File: config.mk
export PLATFORM = sky130hd
export DESIGN_NAME = cache_mem_arbiter_flat
export DESIGN_NICKNAME = d
export VERILOG_FILES = /design/src/rtl/mem_arb_pkg.sv /design/src/rtl/cache_mem_arbiter_if.sv /design/src/rtl/rr_pick.sv /design/src/rtl/cache_mem_arbiter.sv /design/src/flat_wrapper.sv
export SDC_FILE = /design/constraint.sdc
export NUM_CORES = 1
export LEC_CHECK = 0
export CAP_MARGIN = 15
export CORE_AREA = 2 2 167 169
export CTS_BUF_LIST = sky130_fd_sc_hd__clkbuf_8
export CTS_CLUSTER_SIZE = 14
export DETAILED_ROUTE_END_ITERATION = 6
export DIE_AREA = 0 0 169 171
export DONT_BUFFER_PORTS = 1
export PLACE_DENSITY = 0.3
export SKIP_CTS_REPAIR_TIMING = 1
export SLEW_MARGIN = 20
export SYNTH_ARGS = -nofsm -noshare
export SYNTH_HDL_FRONTEND = slang
export SYNTH_SLANG_ARGS = --single-unit
File: constraint.sdc
create_clock -name CLK -period 2.9 [get_ports CLK]
set_input_delay 0.58 -clock CLK [delete_from_list [all_inputs] [get_ports CLK]]
set_output_delay 0.58 -clock CLK [all_outputs]
set_load 0.01 [all_outputs]
File: src/rtl/mem_arb_pkg.sv
// Shared types for the cache/RAM arbiter: FSM states, requester class and bus word types.
package mem_arb_pkg;

    localparam int NCPU_DEF = 2;
    localparam int AW_DEF   = 32;
    localparam int DW_DEF   = 32;

    typedef logic [AW_DEF-1:0] addr_t;
    typedef logic [DW_DEF-1:0] word_t;

    typedef enum logic [1:0] {IDLE, ACCESS, DONE} arb_state_t;
    typedef enum logic {REQ_I, REQ_D} req_type_t;

endpackage

File: src/rtl/cache_mem_arbiter_if.sv
// Bundle of per-core icache/dcache request lines plus the shared RAM port.
interface cache_mem_arbiter_if
    import mem_arb_pkg::*;
#(
    parameter int NCPU = NCPU_DEF,
    parameter int AW   = AW_DEF,
    parameter int DW   = DW_DEF
);
    logic [NCPU-1:0]    iREN;
    logic [NCPU*AW-1:0] iaddr;
    logic [NCPU-1:0]    dREN;
    logic [NCPU-1:0]    dWEN;
    logic [NCPU*AW-1:0] daddr;
    logic [NCPU*DW-1:0] dstore;
    logic [NCPU-1:0]    iwait;
    logic [NCPU-1:0]    dwait;
    logic [NCPU*DW-1:0] iload;
    logic [NCPU*DW-1:0] dload;
    logic               ramREN;
    logic               ramWEN;
    logic [AW-1:0]      ramaddr;
    logic [DW-1:0]      ramstore;
    logic [DW-1:0]      ramload;
    logic               ram_rdy;

    // Caches and RAM model side.
    modport master (
        output iREN, iaddr, dREN, dWEN, daddr, dstore, ramload, ram_rdy,
        input  iwait, dwait, iload, dload, ramREN, ramWEN, ramaddr, ramstore
    );

    // Arbiter side.
    modport slave (
        input  iREN, iaddr, dREN, dWEN, daddr, dstore, ramload, ram_rdy,
        output iwait, dwait, iload, dload, ramREN, ramWEN, ramaddr, ramstore
    );
endinterface

File: src/rtl/rr_pick.sv
// Round-robin picker: first set request at or after ptr, wrapping around; one-hot grant.
module rr_pick #(
    parameter int N  = 2,
    parameter int PW = (N > 1) ? $clog2(N) : 1
) (
    input  logic [N-1:0]  req,
    input  logic [PW-1:0] ptr,
    output logic [N-1:0]  grant,
    output logic          valid
);
    logic found;

    // Two passes: positions from ptr upward, then the wrapped positions below ptr.
    always_comb begin
        grant = '0;
        found = 1'b0;
        for (int c = 0; c < N; c++) begin
            if (!found && c >= int'(ptr) && req[c]) begin
                grant[c] = 1'b1;
                found    = 1'b1;
            end
        end
        for (int c = 0; c < N; c++) begin
            if (!found && c < int'(ptr) && req[c]) begin
                grant[c] = 1'b1;
                found    = 1'b1;
            end
        end
    end

    assign valid = |req;
endmodule

File: src/rtl/cache_mem_arbiter.sv
// Shares one RAM port among the icache/dcache of NCPU cores: dcache first, round-robin within a class,
// IDLE -> ACCESS -> DONE per transfer with a single-cycle wait release.
module cache_mem_arbiter
    import mem_arb_pkg::*;
#(
    parameter int NCPU = NCPU_DEF,
    parameter int AW   = AW_DEF,
    parameter int DW   = DW_DEF
) (
    input logic                CLK,
    input logic                nRST,
    cache_mem_arbiter_if.slave bus
);
    localparam int CW = (NCPU > 1) ? $clog2(NCPU) : 1;

    arb_state_t      state;
    req_type_t       gtype;
    logic            gwrite;
    logic [CW-1:0]   gcore;
    logic [CW-1:0]   rr_ptr;

    logic [NCPU-1:0] dreq;
    logic [NCPU-1:0] d_grant;
    logic [NCPU-1:0] i_grant;
    logic            d_valid;
    logic            i_valid;
    logic [CW-1:0]   d_idx;
    logic [CW-1:0]   i_idx;
    logic            req_live;
    logic            active;
    logic            done_now;
    int              addr_base;
    int              data_base;

    assign dreq = bus.dREN | bus.dWEN;

    rr_pick #(.N(NCPU), .PW(CW)) u_pick_d (
        .req   (dreq),
        .ptr   (rr_ptr),
        .grant (d_grant),
        .valid (d_valid)
    );

    rr_pick #(.N(NCPU), .PW(CW)) u_pick_i (
        .req   (bus.iREN),
        .ptr   (rr_ptr),
        .grant (i_grant),
        .valid (i_valid)
    );

    always_comb begin
        d_idx = '0;
        i_idx = '0;
        for (int c = 0; c < NCPU; c++) begin
            if (d_grant[c]) d_idx = CW'(c);
            if (i_grant[c]) i_idx = CW'(c);
        end
    end

    // RAM side follows the granted core's live request, so a dropped request aborts at once
    // and an asynchronous reset (state -> IDLE) kills the strobes immediately.
    always_comb begin
        addr_base    = int'(gcore) * AW;
        data_base    = int'(gcore) * DW;
        req_live     = (gtype == REQ_D) ? dreq[gcore] : bus.iREN[gcore];
        active       = (state == ACCESS) && req_live;
        done_now     = active && bus.ram_rdy;
        bus.ramREN   = active && !gwrite;
        bus.ramWEN   = active && gwrite;
        bus.ramaddr  = '0;
        bus.ramstore = '0;
        bus.iwait    = '1;
        bus.dwait    = '1;
        bus.iload    = '0;
        bus.dload    = '0;
        if (active) begin
            bus.ramaddr = (gtype == REQ_D) ? bus.daddr[addr_base +: AW] : bus.iaddr[addr_base +: AW];
            if (gwrite) bus.ramstore = bus.dstore[data_base +: DW];
        end
        if (done_now) begin
            if (gtype == REQ_D) begin
                bus.dwait[gcore] = 1'b0;
                if (!gwrite) bus.dload[data_base +: DW] = bus.ramload;
            end else begin
                bus.iwait[gcore] = 1'b0;
                bus.iload[data_base +: DW] = bus.ramload;
            end
        end
    end

    always_ff @(posedge CLK or negedge nRST) begin
        if (!nRST) begin
            state  <= IDLE;
            rr_ptr <= '0;
            gcore  <= '0;
            gtype  <= REQ_I;
            gwrite <= 1'b0;
        end else begin
            case (state)
                IDLE: begin
                    if (d_valid) begin
                        gcore  <= d_idx;
                        gtype  <= REQ_D;
                        gwrite <= bus.dWEN[d_idx];
                        state  <= ACCESS;
                    end else if (i_valid) begin
                        gcore  <= i_idx;
                        gtype  <= REQ_I;
                        gwrite <= 1'b0;
                        state  <= ACCESS;
                    end
                end
                ACCESS: begin
                    if (!req_live)        state <= IDLE;
                    else if (bus.ram_rdy) state <= DONE;
                end
                DONE: begin
                    rr_ptr <= (gcore == CW'(NCPU - 1)) ? '0 : gcore + CW'(1);
                    state  <= IDLE;
                end
                default: state <= IDLE;
            endcase
        end
    end
endmodule

File: src/flat_wrapper.sv
// flat-port wrapper written by rule: the top's interface ports become plain ports
module cache_mem_arbiter_flat import mem_arb_pkg::*;
#(
    parameter int NCPU = NCPU_DEF,
    parameter int AW   = AW_DEF,
    parameter int DW   = DW_DEF
)
  (CLK, nRST, bus_iREN, bus_iaddr, bus_dREN, bus_dWEN, bus_daddr, bus_dstore, bus_ramload, bus_ram_rdy, bus_iwait, bus_dwait, bus_iload, bus_dload, bus_ramREN, bus_ramWEN, bus_ramaddr, bus_ramstore);
  cache_mem_arbiter_if #(.NCPU(NCPU), .AW(AW), .DW(DW)) bus_i ();
  input logic CLK;
  input logic nRST;
  input wire logic [$bits(bus_i.iREN)-1:0] bus_iREN;
  input wire logic [$bits(bus_i.iaddr)-1:0] bus_iaddr;
  input wire logic [$bits(bus_i.dREN)-1:0] bus_dREN;
  input wire logic [$bits(bus_i.dWEN)-1:0] bus_dWEN;
  input wire logic [$bits(bus_i.daddr)-1:0] bus_daddr;
  input wire logic [$bits(bus_i.dstore)-1:0] bus_dstore;
  input wire logic [$bits(bus_i.ramload)-1:0] bus_ramload;
  input wire logic [$bits(bus_i.ram_rdy)-1:0] bus_ram_rdy;
  output wire logic [$bits(bus_i.iwait)-1:0] bus_iwait;
  output wire logic [$bits(bus_i.dwait)-1:0] bus_dwait;
  output wire logic [$bits(bus_i.iload)-1:0] bus_iload;
  output wire logic [$bits(bus_i.dload)-1:0] bus_dload;
  output wire logic [$bits(bus_i.ramREN)-1:0] bus_ramREN;
  output wire logic [$bits(bus_i.ramWEN)-1:0] bus_ramWEN;
  output wire logic [$bits(bus_i.ramaddr)-1:0] bus_ramaddr;
  output wire logic [$bits(bus_i.ramstore)-1:0] bus_ramstore;
  assign bus_i.iREN = bus_iREN;
  assign bus_i.iaddr = bus_iaddr;
  assign bus_i.dREN = bus_dREN;
  assign bus_i.dWEN = bus_dWEN;
  assign bus_i.daddr = bus_daddr;
  assign bus_i.dstore = bus_dstore;
  assign bus_i.ramload = bus_ramload;
  assign bus_i.ram_rdy = bus_ram_rdy;
  assign bus_iwait = bus_i.iwait;
  assign bus_dwait = bus_i.dwait;
  assign bus_iload = bus_i.iload;
  assign bus_dload = bus_i.dload;
  assign bus_ramREN = bus_i.ramREN;
  assign bus_ramWEN = bus_i.ramWEN;
  assign bus_ramaddr = bus_i.ramaddr;
  assign bus_ramstore = bus_i.ramstore;
  cache_mem_arbiter #(.NCPU(NCPU), .AW(AW), .DW(DW)) u_core (.CLK(CLK), .nRST(nRST), .bus(bus_i));
endmodule
==> results of run 1 <==
routing by layer:
layer | GRT usage (%) | wire [um] | vias to the layer above | share of wire (%)
met2 | 10.9 | 5800 | 232 | 50
met5 | 0 | 18 | - | 0.16
li1 | - | - | 1178 | -
met3 | 1.34 | 1230 | 26 | 11
met1 | 7.19 | 4120 | 1282 | 36
met4 | 3.64 | 411 | 2 | 3.5
cells in the final DEF, fill, tap and decap left out, types with 2 or more instances in the layout:
master    count
nor2b_1      32
diode_2       9
mux4_2       32
buf_12        3
nand2_1       9
a21oi_1       3
or2_2         2
o31ai_1       3
mux2i_1      32
nand2b_1      2
nor2_1       40
nor4b_4       2
inv_1         7
dfrtp_1       4
nor3b_1       2
clkbuf_8      3
o21ai_0       4
nor3_2        2
buf_4        13
and3_1       32
and2_1       96
metrics by stage:
stage                     total power [mW]  cells  area, sq um  setup slack (ns)  util, %
final                                 2.44    688         3290             0.276     12.1
after global routing                  2.65    688         3290             0.152     12.1
after CTS                             2.47    679         3270             0.262     12.0
after detailed placement              2.34    675         3230             0.426     11.8
after global placement                2.33    675         3230             0.454     11.8
after floorplan                       1.89    348         2780             0.564        -
worst max-delay path: cells and delay by family (launching register included):
| kind | cells | cell delay [ns] |
|---|---|---|
| compound gates | 1 | 0.15 |
| flops | 1 | 0.49 |
| simple gates | 3 | 0.92 |
| buf+inv | 1 | 0.25 |
cell usage after synthesis:
| cell | instances |
|---|---|
| a21oi_1 | 3 |
| and2_1 | 96 |
| and2b_1 | 1 |
| and3_1 | 32 |
| buf_2 | 11 |
| buf_4 | 2 |
| buf_6 | 3 |
| clkbuf_1 | 19 |
| dfrtp_1 | 6 |
| inv_1 | 6 |
| mux2i_1 | 32 |
| mux4_2 | 32 |
| nand2_1 | 9 |
| nand2b_1 | 2 |
| nand3b_1 | 1 |
| nor2_1 | 40 |
| nor2b_1 | 32 |
| nor3_1 | 2 |
| nor3b_1 | 2 |
| nor4b_2 | 2 |
| o21ai_0 | 4 |
| o21ai_2 | 1 |
| o21bai_1 | 1 |
| o31ai_1 | 3 |
| o41ai_1 | 1 |
| or2_2 | 2 |
| or3b_1 | 1 |
| or3b_2 | 1 |
| or4b_1 | 1 |
worst paths after layout:
kind	from	to
max in group asynchronous	nRST	u_core.gcore
worst min register to register	u_core.state[0]	u_core.rr_ptr
min in group CLK	bus_ram_rdy	u_core.state[1]
worst min-delay path	nRST	u_core.gtype
worst max register to register	u_core.gtype	u_core.state[0]
worst max-delay path	u_core.gtype	bus_ramstore[11]
kinds of logic (layout without fill, tap and decap cells):
logic type,Yosys count,count (layout)
other,0,9
AND/OR/NAND/NOR,224,224
multiplexers,64,64
buffers and inverters,41,26
AO/OA/AOI/OAI,13,13
flip-flops,6,6
power by group:
part | total, mW | switching [mW] | internal, mW
clock network | 0.127 | 0.0358 | 0.0909
registers | 0.208 | 0.0787 | 0.129
logic | 2.11 | 1.20 | 0.908
total | 2.44 | 1.31 | 1.13
cell type report:
type | instances | area (sq um)
diodes | 9 | 22.5
clock inverters | 1 | 3.75
inverters | 6 | 22.5
repair buffers | 16 | 158
fillers | 3121 | 24000
flip-flops and latches | 6 | 155
multi-input cells | 301 | 2460
clock buffers | 3 | 41.3
well taps | 346 | 433
sequential cells by signal, indices dropped and copies added (netlist names):
| signal | count |
|---|---|
| u_core.gwrite | 1 |
| u_core.gtype | 1 |
| u_core.gcore | 1 |
| u_core.rr_ptr | 1 |
| u_core.state | 2 |
==> impl_metrics.toml, run 1 <==
[yosys]
synth_area_leaders = "mux4_2 (26%), and2_1 (22%), mux2i_1 (12%), and3_1 (7.2%), nor2b_1 (7.2%)"
synth_area_sq_um = 2780
synth_top_area_share_pct = 25.9
synthesis.nets = 581
yosys.area.top_type = "mux4_2"
synth-seq-area-share_pct = 5.40
synth_seq_cells = 6
ys_warn_count = 0
syn_area_per_cell_sq_um = 7.99
synth_compound_area_share_pct = 2.97
synth_top_family_by_area = "simple AND/OR/NAND/NOR gates"
synthMuxAreaShare_pct = 37.5
synth_fa_ha_area_share_pct = 0
synth_cell_types = 29
syn_inst = 348
yosys.area_share.xor_xnor_pct = 0
yosys.area_share.simple_pct = 47.1

[cells_and_area]
drive_above_1_share_pct = 18.3
nets = 567
syn_to_final_growth_pct = 18.6

[timing]
tightest_slew_ns = 0.659
period_needed_ns = 2.62
drv_slew = 0
rsz0062_at_grt = "false"
final.hold.worst_slack_ns = 0.0521
setup_viol = 0
clock_skew_ns = 0.00725
tns_ns = 0
maxSlewHeadroom_pct = 55.5
hold_viol = 0
finalCritPeriodShare_pct = 90.5
fmax_mhz = 381

[die]
fp.coreArea_sq_um = 27300
die_w_um = 169
die_h_um = 171
top_level_ports = 431
initial_core_util_pct = 10.2
num_rows = 61
dieArea_sq_um = 28900

[global_routing]
grt-ovfl-total = 0
grt_usage_pct = 6.29
antenna_found_initial = 10
grt_first_pass_wirelength_um = 14400
grt_max_degree = 68
grt_pass1_vias = 2519

[critical_path]
crit_path_max_incr_delay_ns = 0.49
ff2ff_setup_slack_ns = 1.22
crit_fanout = 33
start_kind = "flop"
worstPathArrival_ns = 2.04
crit_required_ns = 2.32
crit_path_cell_trace = "nor3b_1, o21bai_1, or4b_1, buf_4, nor2_1"
crit_slowest_cell = "dfrtp_2"
critPathKind = "flop to output port"
rr_worst_depth = 5
cp-end-kind = "output port"

[placed_design]
place_hpwl_um = 9790
globalplace.congestion = 0.721
io_buffers = 0

[clocking]
htreeDepth = 1
numCtsBuffers = 3
cts_root_buffer = "clkbuf_8"
clock_sinks = 6
tritoncts = "built"
worstSkewPairLatency_ns = 0.22
clockBufferDepth = 2
cts.reportedPaths.clkPinSlew_ns = 0.04

[route]
drt_iter0_drc = 101
route.vias.total = 2720
totalWireLength_um = 11600
wl_per_cell_um = 16.8
drtAntennaViolNets = 0
via_per_inst = 3.95
drc = 0
dr.pass1.iters = 4

[run_status]
outcome = "complete, no violations"

[run]
maxCapViolations = 0

[min_path]
hp-class = "primary input to asynchronous set/reset pin"

[pwr]
power_density_nw_per_um2 = 741
leakagePower_nw = 1.25
peakVddDrop_uv = 353
No activity file was read; power rests on OpenSTA's default activity.
==> inputs of run 2 (changes only) <==
- CORE_AREA: 2 2 167 169 -> 3 3 168 170
- DIE_AREA: 0 0 169 171 -> 0 0 171 173
==> impl_metrics.toml, run 2 (synthesis gave the netlist of run 1 again) <==
[timing]
fmax_mhz = 370
clock_skew_ns = 0.000865
maxSlewHeadroom_pct = 50.0
tns_ns = 0
setup_viol = 0
drv_slew = 0
period_needed_ns = 2.70
rsz0062_at_grt = "false"
hold_viol = 0
tightest_slew_ns = 0.741
finalCritPeriodShare_pct = 93.2
postLayoutSetupSlackWorst_ns = 0.196

[die]
die_w_um = 171
dieArea_sq_um = 29600
num_rows = 60
initial_core_util_pct = 10.3
fp.coreArea_sq_um = 26900
top_level_ports = 431
die_h_um = 173

[clocking]
numCtsBuffers = 3
clockBufferDepth = 2
cts_root_buffer = "clkbuf_8"
htreeDepth = 1
worstSkewPairLatency_ns = 0.22
clock_sinks = 6
cts.reportedPaths.clkPinSlew_ns = 0.04
tritoncts = "built"

[route]
drt_iter0_drc = 171
drc = 0
via_per_inst = 4.12
totalWireLength_um = 12800
drtAntennaViolNets = 0
dr.pass1.iters = 4
wl_per_cell_um = 18.8
route.vias.total = 2804

[critical_path]
critPathKind = "flop to output port"
crit_path_cell_trace = "buf_4, mux4_2, nor2b_1, buf_4"
path_buf_inv = 2
crit_required_ns = 2.32
cpLargestDelayFamily = "buffers and inverters"
worstPathArrival_ns = 2.12
ff2ff_setup_slack_ns = 1.17
crit_slowest_cell = "buf_4"
crit_fanout = 52
timing.rr.start = "u_core.gcore"
cp-end-kind = "output port"
start_kind = "flop"
rr_worst_depth = 4
cpMostUsedCell = "buf_4"
crit_path_max_incr_delay_ns = 0.57
reg2reg_to = "u_core.gcore"

[placed_design]
place_area_sq_um = 3230
place_hpwl_um = 11000
place_ws_ns = 0.429
io_buffers = 0
globalplace.congestion = 0.728

[pwr]
peakVddDrop_uv = 347
p_int_mw = 1.13
power_frac_comb_pct = 86.1
p_sw_mw = 1.34
swShare_pct = 54.2
leakagePower_nw = 1.26
seq_power_share_pct = 8.7
power_frac_clock_pct = 5.2
power_density_nw_per_um2 = 753

[global_routing]
grt-ovfl-total = 0
use_met3_pct = 1.28
grt_pass1_vias = 2778
grt_usage_pct = 7.26
met1_usage_pct = 7.71
grt_max_degree = 53
antenna_found_initial = 5
top_usage_layer = "met2"
grt_first_pass_wirelength_um = 17000
grt_use_met2_pct = 14.5

[cells_and_area]
largest_reg_flops = 2
layout_commonest_cell = "and2_1"
design_area_sq_um = 3280
drive_above_1_share_pct = 19.1
largest_register = "u_core.state"
syn_to_final_growth_pct = 18.1
nets = 569
layout_common_cells = "and2_1 (96), nor2_1 (39)"
nFillCells = 3077

[min_path]
hp-class = "primary input to asynchronous set/reset pin"

[run]
maxCapViolations = 0

[run_status]
outcome = "complete, no violations"
## run 2: cell types whose count changed in the layout (fill, tap and decap cells not counted), sizes merged
cell and delta:
buf +2, diode -5
## run 2: area by class of cell
| cell class | instances | area, sq um | share of cell area, % |
|---|---|---|---|
| Clock inverter | 1 | 3.75 | 0.114 |
| Inverter | 6 | 22.5 | 0.686 |
| Sequential cell | 6 | 155 | 4.73 |
| Tap cell | 341 | 427 | 13.0 |
| Multi-Input combinational cell | 301 | 2460 | 75.0 |
| Clock buffer | 3 | 41.3 | 1.26 |
| Timing Repair Buffer | 18 | 160 | 4.88 |
| Antenna cell | 4 | 10.0 | 0.305 |
## run 2: how the worst max path moves through the flow
stage,startpoint,endpoint,slack (ns),depth (start not counted)
2_1_floorplan,bus_dWEN[1],bus_ramstore[10],0.56,6
3_3_place_gp,u_core.gcore,bus_ramaddr[16],0.46,4
3_5_place_dp,u_core.gcore,bus_ramaddr[17],0.43,4
4_1_cts,u_core.gcore,bus_ramaddr[16],0.19,4
5_1_grt,u_core.gcore,bus_ramaddr[17],0.11,4
6_report,u_core.gcore,bus_ramaddr[17],0.20,4
## run 2: stage by stage
stage | total power [mW] | util, % | instances | hold slack, ns
6_report | 2.47 | 12.2 | 680 | 0.0539
5_1_grt | 2.69 | 12.2 | 680 | 0.0418
4_1_cts | 2.50 | 12.2 | 676 | 0.0480
3_5_place_dp | 2.37 | 12.0 | 672 | 0.285
3_3_place_gp | 2.36 | 12.0 | 672 | 0.285
2_1_floorplan | 1.89 | - | 348 | 0.284
## run 2: power groups by stage
stage	clock network [mW]	registers [mW]	logic, mW
6_report	0.129	0.214	2.13
5_1_grt	0.139	0.223	2.33
4_1_cts	0.133	0.215	2.16
3_5_place_dp	0	0.215	2.15
3_3_place_gp	0	0.214	2.14
2_1_floorplan	0	0.152	1.74
## run 2: metal layers
metal,vias up,wire length (um)
li1,1178,-
met4,2,187
met1,1331,4230
met5,-,13
met2,281,6960
met3,12,1380
## run 2: worst reg2reg max path, stage by stage, from the launching register on
cell     delay [ns]
dfrtp_4        0.47
buf_4          0.57
buf_4          0.41
nand2_1        0.08
o31ai_1        0.09
